**src/rtl/mux_sel_rr_sequencer.sv**
```systemverilog
// Round-robin sequencer for a 4:1 selector mux: grants one requesting channel at a time,
// holds it for DWELL_CYCLES unstalled cycles, and drives registered select/enable/grant outputs.
module mux_sel_rr_sequencer #(
    parameter int unsigned DWELL_CYCLES = 4,
    parameter int unsigned CNT_W        = 8
) (
    input  logic       i_clk,
    input  logic       i_rst,
    input  logic [3:0] i_req,
    input  logic       i_stall,
    output logic [1:0] o_sel_code,
    output logic       o_en,
    output logic [3:0] o_grant,
    output logic       o_busy
);

    typedef enum logic {
        IDLE  = 1'b0,
        GRANT = 1'b1
    } state_e;

    localparam logic [CNT_W-1:0] DWELL_LAST = CNT_W'(DWELL_CYCLES - 1);

    state_e           state_q, state_d;
    logic [1:0]       ptr_q, ptr_d;
    logic [CNT_W-1:0] cnt_q, cnt_d;
    logic [1:0]       sel_q, sel_d;
    logic             en_q, en_d;
    logic [3:0]       grant_q, grant_d;
    logic             end_grant_s;
    logic [2:0]       pick_s;

    // Returns {found, index} of the first set request bit at or after start, wrapping modulo 4.
    function automatic logic [2:0] rr_pick(input logic [3:0] req, input logic [1:0] start);
        logic [2:0] res;
        logic [1:0] idx;
        res = 3'b000;
        for (int k = 3; k >= 0; k--) begin
            idx = start + 2'(k);
            if (req[idx]) begin
                res = {1'b1, idx};
            end else begin
                res = res;
            end
        end
        return res;
    endfunction

    // Next-state logic: decide whether the current grant ends, then arbitrate for the next owner.
    always_comb begin
        state_d     = state_q;
        ptr_d       = ptr_q;
        cnt_d       = cnt_q;
        sel_d       = sel_q;
        en_d        = en_q;
        grant_d     = grant_q;
        end_grant_s = 1'b0;
        pick_s      = rr_pick(i_req, ptr_q);

        case (state_q)
            IDLE: begin
                end_grant_s = 1'b1;
            end
            GRANT: begin
                // Withdrawal outranks stall so a dropped channel never holds the mux.
                if (!i_req[sel_q]) begin
                    end_grant_s = 1'b1;
                end else if (i_stall) begin
                    end_grant_s = 1'b0;
                end else if (cnt_q != {CNT_W{1'b0}}) begin
                    cnt_d = cnt_q - CNT_W'(1);
                end else begin
                    end_grant_s = 1'b1;
                end
            end
            default: begin
                state_d = IDLE;
            end
        endcase

        if (end_grant_s) begin
            if (pick_s[2]) begin
                state_d = GRANT;
                ptr_d   = pick_s[1:0] + 2'd1;
                cnt_d   = DWELL_LAST;
                sel_d   = pick_s[1:0];
                en_d    = 1'b1;
                grant_d = 4'b0001 << pick_s[1:0];
            end else begin
                state_d = IDLE;
                en_d    = 1'b0;
                grant_d = 4'b0000;
            end
        end else begin
            state_d = state_q;
        end
    end

    // State and output registers with asynchronous active-high reset.
    always_ff @(posedge i_clk or posedge i_rst) begin
        if (i_rst) begin
            state_q <= IDLE;
            ptr_q   <= 2'd0;
            cnt_q   <= {CNT_W{1'b0}};
            sel_q   <= 2'd0;
            en_q    <= 1'b0;
            grant_q <= 4'b0000;
        end else begin
            state_q <= state_d;
            ptr_q   <= ptr_d;
            cnt_q   <= cnt_d;
            sel_q   <= sel_d;
            en_q    <= en_d;
            grant_q <= grant_d;
        end
    end

    assign o_sel_code = sel_q;
    assign o_en       = en_q;
    assign o_grant    = grant_q;
    assign o_busy     = (state_q == GRANT);

endmodule

```
**config.mk**
```make
export PLATFORM = sky130hd
export DESIGN_NAME = mux_sel_rr_sequencer
export DESIGN_NICKNAME = d
export VERILOG_FILES = /design/src/rtl/mux_sel_rr_sequencer.sv
export SDC_FILE = /design/constraint.sdc
export NUM_CORES = 1
export LEC_CHECK = 0
export CAP_MARGIN = 5
export CORE_MARGIN = 4
export CORE_UTILIZATION = 30
export CTS_CLUSTER_SIZE = 24
export DETAILED_ROUTE_END_ITERATION = 8
export REMOVE_ABC_BUFFERS = 1
export SLEW_MARGIN = 20
export SYNTH_ARGS = -nofsm -noshare
export SYNTH_HDL_FRONTEND = slang
export SYNTH_SLANG_ARGS = --single-unit
export TNS_END_PERCENT = 20
```
**constraint.sdc**
```tcl
create_clock -name i_clk -period 2 [get_ports i_clk]
set_clock_uncertainty 0.05 [all_clocks]
set_input_delay 0.4 -clock i_clk [delete_from_list [all_inputs] [get_ports i_clk]]
set_output_delay 0.4 -clock i_clk [all_outputs]
set_load 0.03 [all_outputs]
```
==> reports/results.tsv <==
metric	value	unit
status	completed	
most common cell in the netlist	dfrtp_1	
Vias/cell	5.011	
Seq/Total Area, Yosys	40.48	%
worst path cell trace	clkdlybuf4s50_1 -> inv_1 -> and3_1 -> or3_1 -> inv_1 -> ha_1 -> mux2_2	
ANT cells	0	
layout cell share with drive strength beyond 1	22.86	%
pwr dens	1191	mW/mm²
Post-synth top flop	dfrtp_1	
H-tree depth	1	
Crit. End Element	register	
num rows	21	
Async S/R FF share, synth	100.0	%
Synth area leaders	dfrtp_1 (40%), ha_1 (7.1%), mux2i_1 (5.7%), nand3_1 (3.8%), nand2_1 (3.2%)	
initial antenna violation count	0	
hold_ws	0.3666	ns
# IOs	15	
CP most frequent cell	inv_1	
CP Launch Type	input pin	
First-pass DRT Iterations	5	
crit-path max FO	2	
pre-CTS WS	-0.2349	ns
first-pass GRT wire length	4.071	mm
peak supply drop	0.5386	mV
worst stage delay on the critical path	0.47	ns
CTS tree	done	
final hold violation count	0	
Register-to-Register Path Depth	7	
Final Worst Setup Slack	0.08344	ns
post-synth top area share	40.48	%
Initial Utilization	31.25	%
Worst R2R End	cnt_q[3]	
DR iter-0 viols	21	
vias in the first global route	925	
top cells by count, synth	dfrtp_1 (17), nand2_1 (9), inv_1 (8), nand3_1 (8)	
RR Startpoint	cnt_q[0]	
RSZ-0062 raised after global routing	no	
maximum clock rate	0.5218	GHz
endpoints failing setup	0	
area leader, netlist	dfrtp_1	
largest net degree at the start of global routing	18	
gate count of the mapped netlist	107	
Post-synth EDFFs	0	
Hold Path Class	in -> async	
Overflow after GRT	0	
Die Width	67.19	µm
Placed Cells	182	
Final Cycle Share	95.83	%
via count	932	
fin. max-slew vios	0	
P&R area growth vs syn	33.45	%
MaxCap Viol Count	0	
Worst Path Required	2.13	ns
final net count	154	
Final Critical Period	1.917	ns
Routed WL per cell	12.88	µm
wirelength, routed	2.396	mm
Yosys warnings	0	
critical path class	in -> reg	
worst endpoint data arrival time	2.05	ns
core area	0.003363	mm²
Syn Std Cell Area	0.001051	mm²
total CTS buffers	3	
HPWL after DPL	1.857	mm
Synth Area per Inst	9.823	µm²
slowest CP cell	clkdlybuf4s50_1	
die area	0.004515	mm²
insertion delay to the later sink of the worst-skew pair	0.29	ns
Residual DRC	0	
Leak	0.6437	nW
Core Util, Final	41.70	%
Setup Fix Bufs, Post-CTS	0	
final non-filler cell total	186	
Clock Path Buffers	2	
placer congestion estimate	0.8038	
cells resized by post-CTS repair	0	
clk root buf	clkbuf_4	
Final ANT Viol Nets	0	
Worst slew margin	58.80	%
Yosys cell types	35	
FF+latch count, synth	17	
Slew @ Worst Pin	0.6123	ns
Overall Global Routing Usage	11.78	%
Die Ht	67.19	µm
PortBufs	14	
Reg clk slew, reported paths	0.10	ns
r2r setup slk	0.16	ns
Num Clock Sinks	17	
hold-fix buffers at CTS	0	
cells in the final DEF (no fill, tap or decap), types with 2 or more instances in the layout:
cell,n
inv_1,8
and3_1,2
dfrtp_1,17
o21ai_0,5
nand4b_1,2
a31oi_1,3
a21oi_1,6
nand4_1,2
clkdlybuf4s50_1,13
nand3_1,8
nand2b_1,3
buf_4,19
o21a_1,2
mux2_2,3
nand2_1,9
nor2_1,5
mux2i_1,6
ha_1,6
clkbuf_4,3
worst max-delay path, delay by kind of cell:
family | cells | cell delay, ns
adder cells (fa/ha/maj) | 1 | 0.23
AND/OR/NAND/NOR | 2 | 0.54
buffers and inverters | 3 | 0.62
multiplexers | 1 | 0.26
per-layer routing:
metal	GRT usage (%)	wire, µm	vias up
met3	2.163	86	2
met2	20.74	1249	10
met4	4.557	13	0
met1	14.14	1046	462
met5	0	0	-
li1	-	-	458
final cells by class:
type	instances	area (µm²)
Fill cell	364	1961
Multi-Input combinational cell	78	578.1
Sequential cell	17	425.4
Timing Repair Buffer	33	285.3
Tap cell	46	57.56
Inverter	8	30.03
Clock buffer	4	26.28
state kept, by name, summed over array words and instances (netlist names):
register,cells
cnt_q,8
o_en,1
o_grant,4
o_sel_code,2
ptr_q,2
cell families after synthesis:
kind of cell | synth area share, %
multiplexers | 8.929
adder cells (fa/ha/maj) | 7.143
AND/OR/NAND/NOR | 24.17
flip-flops | 40.48
AO/OA/AOI/OAI | 13.45
buffers and inverters | 5.832
report_power, final:
group / total [mW] / internal, mW / switching [mW] / leakage, nW
Sequential: 0.563 / 0.454 / 0.109 / 0.211
Clock: 0.187 / 0.0774 / 0.109 / 0.0150
Combinational: 0.920 / 0.452 / 0.467 / 0.418
through the flow:
stage	TNS, ns	area, µm²	power [mW]
after floorplan	-2.008	1020	1.091
after global placement	-1.114	1360	1.450
after global routing	0	1403	1.804
after detailed placement	-1.298	1360	1.473
final	0	1403	1.670
after CTS	0	1386	1.666
how the worst max path moves through the flow:
stage / from / endpoint / slack (ns) / cells after the start
2_1_floorplan: o_en / o_sel_code[0] / -0.24 / 4
3_3_place_gp: i_req[3] / ptr_q[1] / -0.19 / 7
3_5_place_dp: i_req[3] / ptr_q[1] / -0.23 / 7
4_1_cts: i_req[3] / ptr_q[1] / 0.09 / 7
5_1_grt: i_req[3] / ptr_q[1] / 0.02 / 7
6_report: i_req[3] / ptr_q[1] / 0.08 / 7
Note: power is estimated with default switching activity, not from simulation.
